## config.mk

```make
export PLATFORM = sky130hd
export DESIGN_NAME = ins_encode_flat
export DESIGN_NICKNAME = d
export VERILOG_FILES = /design/src/rtl/ins_encode_if.sv /design/src/rtl/ins_encode.sv /design/src/flat_wrapper.sv
export SDC_FILE = /design/constraint.sdc
export NUM_CORES = 1
export LEC_CHECK = 0
export CAP_MARGIN = 20
export CORE_MARGIN = 4
export CORE_UTILIZATION = 25
export CTS_BUF_LIST = sky130_fd_sc_hd__clkbuf_4 sky130_fd_sc_hd__clkbuf_8
export CTS_CLUSTER_DIAMETER = 50
export DETAILED_ROUTE_END_ITERATION = 12
export HOLD_SLACK_MARGIN = 0.03
export MAX_ROUTING_LAYER = met4
export PLACE_DENSITY = 0.55
export SLEW_MARGIN = 20
export SYNTH_ARGS = -nofsm -noshare
export SYNTH_HDL_FRONTEND = slang
export SYNTH_SLANG_ARGS = --single-unit
```

## constraint.sdc

```tcl
create_clock -name clk -period 9.2 [get_ports clk]
set_input_delay 1.84 -clock clk [delete_from_list [all_inputs] [get_ports clk]]
set_output_delay 1.84 -clock clk [all_outputs]
set_load 0.05 [all_outputs]
```

## src/rtl/ins_encode_if.sv

```systemverilog
// ins_encode_if: request and program-memory write bundle for the instruction encoder
interface ins_encode_if #(parameter int ADDR_W = 8);
  logic req_valid, req_ready;
  logic [15:0] op;
  logic [1:0] rd, rs;
  logic [7:0] imm;
  logic rewind;
  logic mem_we;
  logic [ADDR_W-1:0] mem_addr;
  logic [7:0] mem_wdata;
  logic err, full, halted;
  modport master (
    output req_valid, op, rd, rs, imm, rewind,
    input  req_ready, mem_we, mem_addr, mem_wdata, err, full, halted
  );
  modport slave (
    input  req_valid, op, rd, rs, imm, rewind,
    output req_ready, mem_we, mem_addr, mem_wdata, err, full, halted
  );
endinterface

```

## src/rtl/ins_encode.sv

```systemverilog
// ins_encode: builds 8-bit instruction bytes from one-hot op requests and writes them to program memory
module ins_encode #(
  parameter int ADDR_W = 8,
  parameter int BASE_ADDR = 0,
  parameter int LAST_ADDR = 255
) (
  input logic clk,
  input logic rst,
  ins_encode_if.slave bus
);
  typedef enum logic [1:0] {IDLE, EMIT0, EMIT1} state_t;
  localparam logic [ADDR_W:0] BASE = (ADDR_W+1)'(BASE_ADDR);
  localparam logic [ADDR_W:0] LAST = (ADDR_W+1)'(LAST_ADDR);
  localparam logic [ADDR_W:0] ONE = (ADDR_W+1)'(1);
  localparam logic [ADDR_W-1:0] BASE_A = ADDR_W'(BASE_ADDR);
  localparam logic [ADDR_W-1:0] ONE_A = ADDR_W'(1);
  state_t state, state_nx;
  logic [ADDR_W:0] ptr;
  logic [7:0] imm_q, b0;
  logic two_q, halt_q, two, bad, accept;
  always_comb begin
    b0 = 8'h00;
    two = 1'b0;
    bad = 1'b0;
    case (bus.op)
      16'h8000: begin b0 = {4'hC, bus.rd, bus.rs}; bad = bus.rd == 2'b11 || bus.rs == 2'b11; end
      16'h4000: begin b0 = {6'b110011, bus.rs}; bad = bus.rs == 2'b11; end
      16'h2000: begin b0 = {4'hC, bus.rd, 2'b11}; bad = bus.rd == 2'b11; end
      16'h1000: b0 = {4'h9, bus.rd, bus.rs};
      16'h0800: b0 = {4'h6, bus.rd, bus.rs};
      16'h0400: b0 = {4'hB, bus.rd, bus.rs};
      16'h0200: b0 = {4'h5, bus.rd, 2'b00};
      16'h0100: b0 = {4'hA, bus.rd, 2'b00};
      16'h0080: b0 = {4'hA, bus.rd, 2'b11};
      16'h0040: begin b0 = 8'h30; two = 1'b1; end
      16'h0020: begin b0 = 8'h34; two = 1'b1; end
      16'h0010: begin b0 = 8'h38; two = 1'b1; end
      16'h0008: b0 = {4'h2, bus.rd, 2'b00};
      16'h0004: b0 = {6'b010000, bus.rs};
      16'h0002: b0 = 8'h70;
      16'h0001: b0 = 8'h80;
      default:  bad = 1'b1;
    endcase
    // a two-byte op must not be split across the end of the region
    bad = bad || (two && ptr == LAST);
    accept = bus.req_valid && bus.req_ready && !bus.rewind;
    state_nx = state == IDLE ? (accept && !bad ? EMIT0 : IDLE) :
               state == EMIT0 && two_q ? EMIT1 : IDLE;
  end
  assign bus.req_ready = state == IDLE && !bus.full && !bus.halted && !rst;
  always_ff @(posedge clk) begin
    if (rst) begin
      state <= IDLE;
      ptr <= BASE;
      bus.mem_we <= 1'b0;
      bus.mem_addr <= BASE_A;
      bus.mem_wdata <= 8'h00;
      bus.err <= 1'b0;
      bus.full <= 1'b0;
      bus.halted <= 1'b0;
      imm_q <= 8'h00;
      two_q <= 1'b0;
      halt_q <= 1'b0;
    end else begin
      state <= state_nx;
      bus.mem_we <= 1'b0;
      bus.err <= 1'b0;
      if (state == IDLE && bus.rewind) begin
        ptr <= BASE;
        bus.full <= 1'b0;
        bus.halted <= 1'b0;
      end else if (accept) begin
        bus.err <= bad;
        if (!bad) begin
          bus.mem_we <= 1'b1;
          bus.mem_addr <= ptr[ADDR_W-1:0];
          bus.mem_wdata <= b0;
          imm_q <= bus.imm;
          two_q <= two;
          halt_q <= bus.op == 16'h0001;
        end
      end
      if (state != IDLE) begin
        ptr <= ptr + ONE;
        bus.full <= ptr + ONE == LAST + ONE;
      end
      if (state == EMIT0) begin
        bus.halted <= halt_q;
        if (two_q) begin
          bus.mem_we <= 1'b1;
          bus.mem_addr <= ptr[ADDR_W-1:0] + ONE_A;
          bus.mem_wdata <= imm_q;
        end
      end
    end
  end
endmodule

```

## src/flat_wrapper.sv

```systemverilog
// flat-port wrapper written by rule: the top's interface ports become plain ports
module ins_encode_flat 
#(
  parameter int ADDR_W = 8,
  parameter int BASE_ADDR = 0,
  parameter int LAST_ADDR = 255
)
  (clk, rst, bus_req_valid, bus_op, bus_rd, bus_rs, bus_imm, bus_rewind, bus_req_ready, bus_mem_we, bus_mem_addr, bus_mem_wdata, bus_err, bus_full, bus_halted);
  ins_encode_if #(.ADDR_W(ADDR_W)) bus_i ();
  input logic clk;
  input logic rst;
  input wire logic [$bits(bus_i.req_valid)-1:0] bus_req_valid;
  input wire logic [$bits(bus_i.op)-1:0] bus_op;
  input wire logic [$bits(bus_i.rd)-1:0] bus_rd;
  input wire logic [$bits(bus_i.rs)-1:0] bus_rs;
  input wire logic [$bits(bus_i.imm)-1:0] bus_imm;
  input wire logic [$bits(bus_i.rewind)-1:0] bus_rewind;
  output wire logic [$bits(bus_i.req_ready)-1:0] bus_req_ready;
  output wire logic [$bits(bus_i.mem_we)-1:0] bus_mem_we;
  output wire logic [$bits(bus_i.mem_addr)-1:0] bus_mem_addr;
  output wire logic [$bits(bus_i.mem_wdata)-1:0] bus_mem_wdata;
  output wire logic [$bits(bus_i.err)-1:0] bus_err;
  output wire logic [$bits(bus_i.full)-1:0] bus_full;
  output wire logic [$bits(bus_i.halted)-1:0] bus_halted;
  assign bus_i.req_valid = bus_req_valid;
  assign bus_i.op = bus_op;
  assign bus_i.rd = bus_rd;
  assign bus_i.rs = bus_rs;
  assign bus_i.imm = bus_imm;
  assign bus_i.rewind = bus_rewind;
  assign bus_req_ready = bus_i.req_ready;
  assign bus_mem_we = bus_i.mem_we;
  assign bus_mem_addr = bus_i.mem_addr;
  assign bus_mem_wdata = bus_i.mem_wdata;
  assign bus_err = bus_i.err;
  assign bus_full = bus_i.full;
  assign bus_halted = bus_i.halted;
  ins_encode #(.ADDR_W(ADDR_W), .BASE_ADDR(BASE_ADDR), .LAST_ADDR(LAST_ADDR)) u_core (.clk(clk), .rst(rst), .bus(bus_i));
endmodule
```

# Word level (Yosys, flattened, before mapping)
# Cells that the tools add are included.
[totals] word_cells=87 output_inout_bits=21 regBits=41 inputBits=32
[classes] addsub=2 reduce_logical=24 muxes=26 n_eq_ne=21 n_bitwise=3
[ops] operator="one-hot mux 8 bit (16 select lines)" count=1
[ops] operator="2-to-1 mux 8 bit" count=10
[ops] operator="2-to-1 mux 9 bit" count=2
[ops] operator="== test 16 x 1 -> 1 bit, second input constant" count=1
[ops] operator="== test 16 x 10 -> 1 bit, second input constant" count=1
[ops] operator="== test 16 x 11 -> 1 bit, second input constant" count=1
[ops] operator="== test 16 x 12 -> 1 bit, second input constant" count=1
[ops] operator="== test 16 x 13 -> 1 bit, second input constant" count=1
[ops] operator="== test 16 x 14 -> 1 bit, second input constant" count=1
[ops] operator="== test 16 x 15 -> 1 bit, second input constant" count=1
[ops] operator="== test 16 bit, second input constant" count=1
[ops] operator="== test 16 x 2 -> 1 bit, second input constant" count=1
[ops] operator="== test 16 x 3 -> 1 bit, second input constant" count=1
[ops] operator="== test 16 x 4 -> 1 bit, second input constant" count=1
[ops] operator="== test 16 x 5 -> 1 bit, second input constant" count=1
[ops] operator="== test 16 x 6 -> 1 bit, second input constant" count=1
[ops] operator="== test 16 x 7 -> 1 bit, second input constant" count=1
[ops] operator="== test 16 x 8 -> 1 bit, second input constant" count=1
[ops] operator="== test 16 x 9 -> 1 bit, second input constant" count=1
[ops] operator="OR reduction 13 bit" count=1
[ops] operator="2-to-1 mux 1 bit" count=10
[ops] operator="adder 9 x 1 -> 9 bit, second input constant" count=1
[ops] operator="== test 9 x 8 -> 1 bit, second input constant" count=1
[ops] operator="== test 9 bit, second input constant" count=1
[ops] operator="other kinds (13)" count=33

# Depth between registers and ports, before layout
[depth] word_depth=10 ltp_mapped=11

# Worst setup path after synthesis
# OpenSTA, ideal clock, no wires.
[synth_timing] kind="input port to output port" start="input port rst" end="output port bus_req_ready" path_stages=3 arrival_ns=3.720 required_ns=7.360 n_path_buf=2 path_slack_ns=3.640 path_cell_list="clkbuf_1 clkbuf_1 nor4_1"
[synth_between] elab_chain_len=2
[synth_rtl] item="start, declared" line="flat_wrapper.sv:11" source="input logic rst;"
[synth_rtl] item="zero test 1 bit" line="ins_encode.sv:50" source="assign bus.req_ready = state == IDLE && !bus.full && !bus.halted && !rst;"
[synth_rtl] item="logical AND 1 bit" line="ins_encode.sv:50"
[synth_rtl] item="end, declared" line="flat_wrapper.sv:18" source="output wire logic [$bits(bus_i.req_ready)-1:0] bus_req_ready;"
# No other way between the ends.

# Final worst setup path
# Ends and elaborated chain as after synthesis.

==> run metrics <==
power per standard cell area=103 nW/um2; unrepaired setup endpoints after global routing=no; max-slew violation count=0; register area share after synthesis=33.3%; layout cells sized above 1=4.46%; number of stages on the worst hold path=2; number of endpoints with negative hold slack in the final report=0; Critical Path Max Stage Delay=0.85 ns; Clock transition at path regs=around 0.07 ns; remaining routing DRC violations=0; critical path's most frequent cell=sky130_fd_sc_hd__clkdlybuf4s50_1; Vert. Die Dim=107 um; Antenna diodes=0; TritonCTS clock tree=built; Starting Density=26.2%; global-route wire length before repair=12,000 um; TritonCTS Buffers=5; final setup violation count=0; die footprint=11,500 um2; R2R Path End=u_core.bus.mem_wdata[2]; Final nets=395; post-synth net total=~350; CP required=approximately 7.4 ns; CTS-repair resized insts=0; clock sinks=41; hold worst-path end=u_core.bus.mem_wdata[4]; count of input and output buffers=52; gr usage total=between 10% and 20%; worst-path fanout max=36; launching point of the worst reg2reg path=u_core.ptr[0]; vias per cell=5.15; number of antenna violations at the first check in global routing=0; kind of cell adding the most delay to the critical path=buffers and inverters; grt ovf=0; Critical Path AT=3.62 ns; final routed wirelength across all metal layers=around 7300 um; RD Place Congestion=0.890; Worst Hold Launch=u_core.imm_q[4]; violation count after the first detailed-route iteration=approximately 180; largest vdd supply drop=0.0000466 V; series of cell instances along the critical path=clkdlybuf4s50_1 -> buf_4 -> nor4_1 -> clkdlybuf4s50_1; Clk Tree Root Cell=sky130_fd_sc_hd__clkbuf_8; die width=107 um; Clk Latency, worst-skew pair=0.29 ns; Final TNS setup=0 ns; portion of the clock cycle consumed by the worst path in the final layout=59.3%; WP buf/inv=3; total power=326 uW; category of the most critical setup path=primary input to output pin; most frequent cells in the layout=sky130_fd_sc_hd__clkdlybuf4s50_1, sky130_fd_sc_hd__nor2_1, sky130_fd_sc_hd__dfxtp_1, sky130_fd_sc_hd__nand2_1, sky130_fd_sc_hd__o21ai_0; count of distinct cell types in the synthesized netlist=between 50 and 60; shortest period the worst path allows=5.46 ns; total number of H-tree levels=2; number of flops mapped to enable cells by yosys=0; Syn Std Cell Area=2460 um2; number of buffers added for setup after CTS=0; number of max-cap violations=0; Ys Warns=0; Core Area=9420 um2; placed wire-length estimate after detailed placement=5540 um; f_max=183 MHz; number of vias after detailed routing=2,513; largest net degree at the start of global routing=37; Max transition margin=40.0%; predominant post-synthesis flop cell=sky130_fd_sc_hd__dfxtp_1; post-route antenna net violation count=0; slack of the worst reg-to-reg path=about 6.3 ns; fraction of registers with async set or reset after synthesis=0%; IO Count=53; number of buffers inserted by hold repair at cts=0; Finished Core Util=33.5%; synthesized instance count=318; setup skew after layout=0.0116 ns; Hold Path Class=register to register; leakage power of the design=0.00104 uW; buffer depth of the longest clock path=2; leading cell type in the layout, fill and taps excluded=sky130_fd_sc_hd__clkdlybuf4s50_1; synthesis-stage register bit count=41; number of global-route vias before repair=2,413; number of fill cells in the layout=1,001; category of the worst setup path capture point=output pin; cell row count=35; startpoint kind of the worst setup timing path=primary input; slew at the pin closest to its max-slew limit=0.897 ns; number of cells on the worst reg-to-reg path=9; Pre-antenna DRT Iters=4; average routed wire per standard cell=14.9 um; worst-path cell with the longest stage delay=sky130_fd_sc_hd__clkdlybuf4s50_1; result of the run=completed; area growth from synthesis to layout=28.1%; synthesized area per cell=7.75 um2
## Yosys cell counts (4+ instances only)
cell | number | area share [%]
sky130_fd_sc_hd__nor3b_1 | 4 | 1.2
sky130_fd_sc_hd__o21ai_0 | 22 | 4.5
sky130_fd_sc_hd__dfxtp_1 | 41 | 33
sky130_fd_sc_hd__clkbuf_1 | 12 | 1.8
sky130_fd_sc_hd__nand4_1 | 6 | 1.5
sky130_fd_sc_hd__nor2_1 | 47 | 7.2
sky130_fd_sc_hd__nand3_1 | 16 | 3.2
sky130_fd_sc_hd__a21oi_1 | 10 | 2.0
sky130_fd_sc_hd__buf_2 | 5 | 1.0
sky130_fd_sc_hd__xor2_1 | 6 | 2.1
sky130_fd_sc_hd__a211oi_1 | 4 | 1.2
sky130_fd_sc_hd__xnor2_1 | 6 | 2.1
sky130_fd_sc_hd__and3_1 | 10 | 2.5
sky130_fd_sc_hd__nor4_1 | 12 | 3.0
sky130_fd_sc_hd__a221o_1 | 4 | 1.6
sky130_fd_sc_hd__mux2i_1 | 10 | 4.1
sky130_fd_sc_hd__nand2_1 | 28 | 4.3
sky130_fd_sc_hd__a31oi_1 | 9 | 2.3
sky130_fd_sc_hd__nor3_1 | 12 | 2.4
sky130_fd_sc_hd__inv_1 | 5 | 0.76
## flip-flops by register name, indices dropped and copies added, names as in the netlist
signal / cells
u_core.bus.mem_wdata: 8
u_core.bus.mem_we: 1
u_core.ptr: 9
u_core.imm_q: 8
u_core.bus.full: 1
u_core.bus.halted: 1
u_core.halt_q: 1
u_core.bus.mem_addr: 8
u_core.two_q: 1
u_core.bus.err: 1
u_core.state: 2
## worst min-delay path: cells and delay by family (launching register included)
family | cells | cell delay, ns
flops | 1 | 0.32
simple gates | 1 | 0.05
compound gates | 1 | 0.05
## cell type report
type / instances / area, um2 / area share [%]
multi-input combinational: 253 / 1550 / 49.0
sequential: 41 / 821 / 26.0
timing repair buffer: 54 / 536 / 17.0
tap: 129 / 161 / 5.11
clock buffer: 5 / 68.8 / 2.18
inverter: 5 / 18.8 / 0.595
clock inverter: 1 / 5.00 / 0.159
## cell families (layout without fill, tap and decap cells)
family	after synthesis	count (layout)	share of synthesized area (%)
flip-flops	41	41	33.3
buffers and inverters	24	65	4.21
multiplexers	10	10	4.06
AND/OR/NAND/NOR	157	157	32.2
adder cells (fa/ha/maj)	3	3	1.52
XOR/XNOR	12	12	4.26
AO/OA/AOI/OAI	71	71	20.5
## metrics by stage
step           worst slack [ns]  hold slack [ns]  area (um2)  std cells
6_report                   3.74            0.454        3160        488
3_5_place_dp               3.73            0.445        3080        482
4_1_cts                    3.72            0.455        3160        488
2_1_floorplan              3.64            0.425        2460        318
3_3_place_gp               3.73            0.445        3080        482
5_1_grt                    3.65            0.480        3160        488
## how the worst max path moves through the flow
stage	start	endpoint	slack [ns]	cells after the start
2_1_floorplan	rst	bus_req_ready	3.64	3
3_3_place_gp	rst	bus_req_ready	3.73	4
3_5_place_dp	rst	bus_req_ready	3.73	4
4_1_cts	rst	bus_req_ready	3.72	4
5_1_grt	rst	bus_req_ready	3.65	4
6_report	rst	bus_req_ready	3.74	4
## report_power, final
group | internal, uW | switching [uW]
registers | 177 | 0.0463
clock network | 49.9 | 57.6
logic | 18.5 | 22.0
## layer usage
layer / part of all wire, % / wire length, um / GRT usage (%) / vias to the layer above
li1: - / - / - / 1266
met1: 48 / 3530 / 18.0 / 1169
met2: 45 / 3280 / 19.7 / 72
met3: 5.1 / 370 / 2.40 / 6
met4: 1.4 / 100 / 3.65 / 0
met5: 0 / 0 / - / -
No activity file was read; power rests on OpenSTA's default activity.
